==> config.mk <==
export PLATFORM = sky130hd
export DESIGN_NAME = fc_tx_scheduler
export DESIGN_NICKNAME = d
export VERILOG_FILES = /design/src/rtl/fc_tx_scheduler.sv
export SDC_FILE = /design/constraint.sdc
export NUM_CORES = 1
export LEC_CHECK = 0
export ABC_AREA = 0
export BUFFER_PORTS_ARGS = -buffer_cell sky130_fd_sc_hd__buf_2
export CAP_MARGIN = 40
export CORE_UTILIZATION = 40
export DETAILED_ROUTE_END_ITERATION = 10
export PLACE_DENSITY = 0.67
export SLEW_MARGIN = 20
export SYNTH_ARGS = -nofsm -noshare
export SYNTH_HDL_FRONTEND = slang
export SYNTH_SLANG_ARGS = --single-unit
==> constraint.sdc <==
create_clock -name clk -period 1.91 [get_ports clk]
set_input_delay 0.0955 -clock clk [delete_from_list [all_inputs] [get_ports clk]]
set_output_delay 0.0955 -clock clk [all_outputs]
set_load 0.005 [all_outputs]
==> src/rtl/fc_tx_scheduler.sv <==
// FC_Port transmit word scheduler: primitive sequences, Idle fill, frame words.
// Latency: the word choice follows rx_state one cycle late; frame_ready is same-cycle.
// Backpressure: frame words are held off by the entry Idles, the inter-frame gap and non-Active states.

package fc;
    typedef enum logic [3:0] {
        ST_AC  = 4'd0,
        ST_LR1 = 4'd1,
        ST_LR2 = 4'd2,
        ST_LR3 = 4'd3,
        ST_LF1 = 4'd4,
        ST_LF2 = 4'd5,
        ST_OL1 = 4'd6,
        ST_OL2 = 4'd7,
        ST_OL3 = 4'd8
    } state_t;
endpackage

module fc_tx_scheduler #(
    parameter int ENTRY_IDLES = 6,
    parameter int IFG_IDLES   = 6,
    parameter int SEQ_MIN     = 8
) (
    input  logic       clk,
    input  logic       reset,
    input  logic [3:0] rx_state,
    input  logic       frame_valid,
    input  logic       frame_last,
    output logic       frame_ready,
    output logic       frame_abort,
    output logic [2:0] tx_sel,
    output logic       tx_active
);

    localparam logic [2:0] W_IDLE  = 3'd0;
    localparam logic [2:0] W_OLS   = 3'd1;
    localparam logic [2:0] W_NOS   = 3'd2;
    localparam logic [2:0] W_LR    = 3'd3;
    localparam logic [2:0] W_LRR   = 3'd4;
    localparam logic [2:0] W_FRAME = 3'd5;

    localparam int MAX_AB = (ENTRY_IDLES > IFG_IDLES) ? ENTRY_IDLES : IFG_IDLES;
    localparam int MAXV   = (MAX_AB > SEQ_MIN) ? MAX_AB : SEQ_MIN;
    localparam int CW     = (MAXV < 2) ? 1 : $clog2(MAXV + 1);

    localparam logic [CW-1:0] ENTRY_LD = CW'(ENTRY_IDLES);
    localparam logic [CW-1:0] IFG_LD   = CW'(IFG_IDLES);
    localparam logic [CW-1:0] SEQ_LIM  = CW'(SEQ_MIN);
    localparam logic [CW-1:0] ONE      = CW'(1);

    logic [3:0]    st_q, st_d;
    logic [2:0]    last_q, last_d;
    logic [CW-1:0] seq_q, seq_d;
    logic [CW-1:0] entry_q, entry_d;
    logic [CW-1:0] gap_q, gap_d;
    logic          in_frame_q, in_frame_d;
    logic          abort_q, abort_d;
    logic          active_q, active_d;

    logic [2:0]    target;
    logic [2:0]    word;
    logic          hold;
    logic          in_next;

    function automatic logic is_prim(input logic [2:0] w);
        return (w == W_OLS) || (w == W_NOS) || (w == W_LR) || (w == W_LRR);
    endfunction

    // State register
    always_ff @(posedge clk) begin
        if (!reset) begin
            st_q       <= fc::ST_LF2;
            last_q     <= W_NOS;
            seq_q      <= '0;
            entry_q    <= ENTRY_LD;
            gap_q      <= '0;
            in_frame_q <= 1'b0;
            abort_q    <= 1'b0;
            active_q   <= 1'b0;
        end else begin
            st_q       <= st_d;
            last_q     <= last_d;
            seq_q      <= seq_d;
            entry_q    <= entry_d;
            gap_q      <= gap_d;
            in_frame_q <= in_frame_d;
            abort_q    <= abort_d;
            active_q   <= active_d;
        end
    end

    // Output decode from registered state plus the upstream valid
    always_comb begin
        target = W_NOS;
        case (st_q)
            fc::ST_AC:  target = W_IDLE;
            fc::ST_LF1: target = W_OLS;
            fc::ST_LF2: target = W_NOS;
            fc::ST_OL1: target = W_OLS;
            fc::ST_OL2: target = W_LR;
            fc::ST_OL3: target = W_NOS;
            fc::ST_LR1: target = W_LR;
            fc::ST_LR2: target = W_LRR;
            fc::ST_LR3: target = W_IDLE;
            default:    target = W_NOS;
        endcase

        // A running primitive must reach SEQ_MIN words before another primitive replaces it;
        // Idle and frame words never hold a switch back.
        hold = is_prim(last_q) && (target != W_IDLE) && (target != last_q) && (seq_q < SEQ_LIM);

        frame_ready = frame_valid & active_q & ((gap_q == '0) | in_frame_q);
        if (frame_ready) begin
            word = W_FRAME;
        end else if (hold) begin
            word = last_q;
        end else begin
            word = target;
        end

        tx_sel      = word;
        frame_abort = abort_q;
        tx_active   = active_q;
    end

    // Next-state
    always_comb begin
        st_d   = rx_state;
        last_d = word;

        seq_d = '0;
        if (is_prim(word)) begin
            if (word == last_q) begin
                seq_d = (seq_q == SEQ_LIM) ? seq_q : seq_q + ONE;
            end else begin
                seq_d = ONE;
            end
        end

        in_next    = frame_ready ? ~frame_last : in_frame_q;
        // An accepted last word closes the frame cleanly even if rx_state leaves AC now.
        abort_d    = in_next & (rx_state != fc::ST_AC);
        in_frame_d = in_next & ~abort_d;

        gap_d = gap_q;
        if (abort_d) begin
            gap_d = '0;
        end else if (frame_ready && frame_last) begin
            gap_d = IFG_LD;
        end else if ((word == W_IDLE) && (gap_q != '0)) begin
            gap_d = gap_q - ONE;
        end

        entry_d = entry_q;
        if ((rx_state == fc::ST_AC) && (st_q != fc::ST_AC)) begin
            entry_d = ENTRY_LD;
        end else if ((word == W_IDLE) && (entry_q != '0)) begin
            entry_d = entry_q - ONE;
        end

        active_d = (rx_state == fc::ST_AC) && (entry_d == '0);
    end

endmodule

==> out/qor.yml <==
run_status: "finished clean"
criticalPathCategory: "reg -> out"
share_seq_of_total_power_pct: 61.3
area.sequential_sq_um: 512
asyncSetResetFlopFracSynth_pct: 0
die_height_microns: 59.4
ys.warnings.count: 0
p_comb_share_pct: 13.1
worst_slew_pin_slew_ns: 0.434
hold_vio_cnt_final: 0
fin_worst_skew_ns: 0.00858
clkTransAtPathRegs_ns: 0.12
setup_viol_count_final: 0
synth_area_per_cell_sq_um: 8.95
critical_path.endpoint_type: "output pin"
die_width_microns: 59.4
critical_path_required_ns: 1.81
row_count: 20
number_of_register_bits_inferred_by_synthesis: 25
multiInputGateArea_sq_um: 801
antenna_found_initial: 0
post-route-util_pct: 53.2
synth_sequential_area_ratio_pct: 38.0
synth_area_leaders: "dfxtp_1, ha_1, xnor2_1"
core-area_sq_um: 3080
startpoint: "target[0]$_SDFF_PP0_"
power.internal_uw: 680
cts_sinks: 25
synth_edf_count: 0
critPathLaunchType: "flop"
cts_inserted_buffers: 3
final.fill_count: 306
grt_overflow_total: 0
detail_route.iter0.violations: 24
place.port_buffers: 13
critPathArrivalTime_ns: 1.76
drt-wirelength-per-cell_microns: 12.6
setup_total_negative_slack_ns: 0
finalWorstPathRequiredPeriod_ns: 1.86
cp_max_fo: 6
power_switching_uw: 227
timing.final.crit_share_pct: 97.3
synth.largest_area_cell: "dfxtp_1"
drt_wl_total_mm: 2.81
rsz0062_at_grt: "true"
syn-num-nets: 160
power.switching_fraction_pct: 25.0
vias: 1164
dp.cells: 207
clkLatencyLatePin_ns: 0.31
max_cap_violation_count: 0
fmax_mhz: 538
powerDensity_nw_per_um2: 554
diode_insertion_count_for_antenna_repair: 0
fin_cells: 223
h-tree-depth: 1
grt_pass1_wl_mm: 4.80
die_area_sq_um: 3520
clockPowerShare_pct: 25.7
report.power.total_uw: 906
cellLeakagePower_uw: 0.000656
dr_vias_cell: 5.22
vdd_ir_drop_max_v: 0.000444
hold_crit_path_type: "in -> reg"
total_half_perimeter_wirelength_after_legalization_and_detailed_placement_mm: 2.10
dominantRegCellSynth: "dfxtp_1"
fin_nets: 193
synthesis.instances: 147
final_cell_mix: "dfxtp_1, buf_4, buf_2"
first_global_vias: 1165
clock_tree.buffer_depth: 2
ios: 14
post_route_cells_drive_above_1_share_pct: 30.2
mostFrequentLayoutCell: "dfxtp_1"
slew_headroom_pct: 70.9
final-max-slew-violation-count: 0
yosysUniqueCellTypes: 47
cts-root-buf: "clkbuf_4"
post_synth_instance_area_sq_um: 1320
synth_top_area_share_pct: 38.0
detail_route.drc_violations: 0
min_from: "rx_state[2]"
area_growth_pct: 24.3
reg2reg_from: "last_q[0]$_SDFF_PN0_"
routability_congestion_estimate_from_global_placement: 0.782
groute.usage.overall_pct: 18.1
grt_max_degree: 18
tritoncts: "done"
drt_pre_antenna_iters: 4
start_util_pct: 42.8
drtAntennaViolNets: 0
## logic make-up (layout without fill, tap and decap cells)
group	Yosys count	in the layout	share of synthesized area, %
AO/OA/AOI/OAI	29	29	16.6
XOR/XNOR	7	7	4.66
adder cells (fa/ha/maj)	5	5	4.75
buffers and inverters	12	44	4.18
flip-flops	25	25	38.0
multiplexers	4	4	3.14
AND/OR/NAND/NOR	65	65	28.6
## repair_timing
item / in CTS / in global routing
gates resized for setup: 9 / 11
pin swaps: 1 / 1
buffers inserted: 4 / 5
endpoints found under the hold margin: 2 / 0
endpoints found under the setup margin: 7 / 11
hold buffers: 3 / 0
## metrics by stage
stage	cell area (sq um)	setup slack [ns]	hold slack (ns)
after floorplan	1320	0.0704	0.169
after global placement	1460	0.0661	0.315
after detailed placement	1460	-0.0247	0.328
after CTS	1570	0.00816	0.0119
after global routing	1640	-0.0141	0.0183
final	1640	0.0513	0.0286
## power by group through the flow
stage                     Clock (uW)  Combinational (uW)  Sequential (uW)
after global routing             277                 133              558
after global placement             0                 103              565
after floorplan                    0                78.3              562
final                            233                 119              555
after detailed placement           0                 108              566
after CTS                        248                 117              555
## worst max-delay path, stage by stage, from the launching register on
cell and delay, ns:
dfxtp_4 0.39, or3_4 0.42, and4bb_4 0.25, mux2i_1 0.20, nand2_2 0.07, buf_2 0.13
## cell usage after synthesis, types with 2 or more instances
master / n
ha_1: 5
a21oi_1: 5
o211ai_1: 4
nor3_1: 8
inv_1: 9
o21ai_0: 3
and2_1: 5
nand2b_1: 3
xnor2_1: 6
o2bb2ai_1: 2
nand4_1: 2
nor4_1: 2
nand2_1: 12
nor2b_1: 2
mux2i_1: 3
nor2_1: 10
nand3b_1: 2
o21ai_1: 4
dfxtp_1: 25
nand3_1: 7
nor3b_1: 2
## path summary, 6_finish.rpt
check / endpoint / slack, ns / cells after the start
min reg2reg: entry_q[1]$_SDFF_PN1_ / 0.52 / 2
max reg2reg: seq_q[0]$_SDFFE_PN0P_ / 0.09 / 5
min: st_q[2]$_SDFF_PN1_ / 0.03 / 2
max: tx_sel[0] / 0.05 / 5
## sequential cells by signal (all words and copies together) (netlist names)
name,cells
entry_q,4
frame_abort,1
gap_q,4
in_frame_q,1
last_q,3
seq_q,4
st_q,4
target,3
tx_active,1
## per-layer routing
metal / GRT usage (%) / vias to the layer above / routed length [microns] / part of all wire, %
met1: 20.6 / 558 / 1220 / 43
li1: - / 587 / - / -
met4: 4.08 / 0 / 18 / 0.64
met5: 0 / - / 0 / 0
met3: 3.93 / 2 / 76 / 2.7
met2: 33.9 / 17 / 1500 / 53
## layout make-up
type	instances	share of cell area, %
timing repair buffer	30	12.2
sequential	25	31.3
clock buffer	4	1.61
tap	44	3.36
multi-input combinational	110	48.9
inverter	10	2.60
Power figures use the tool's default switching activity.
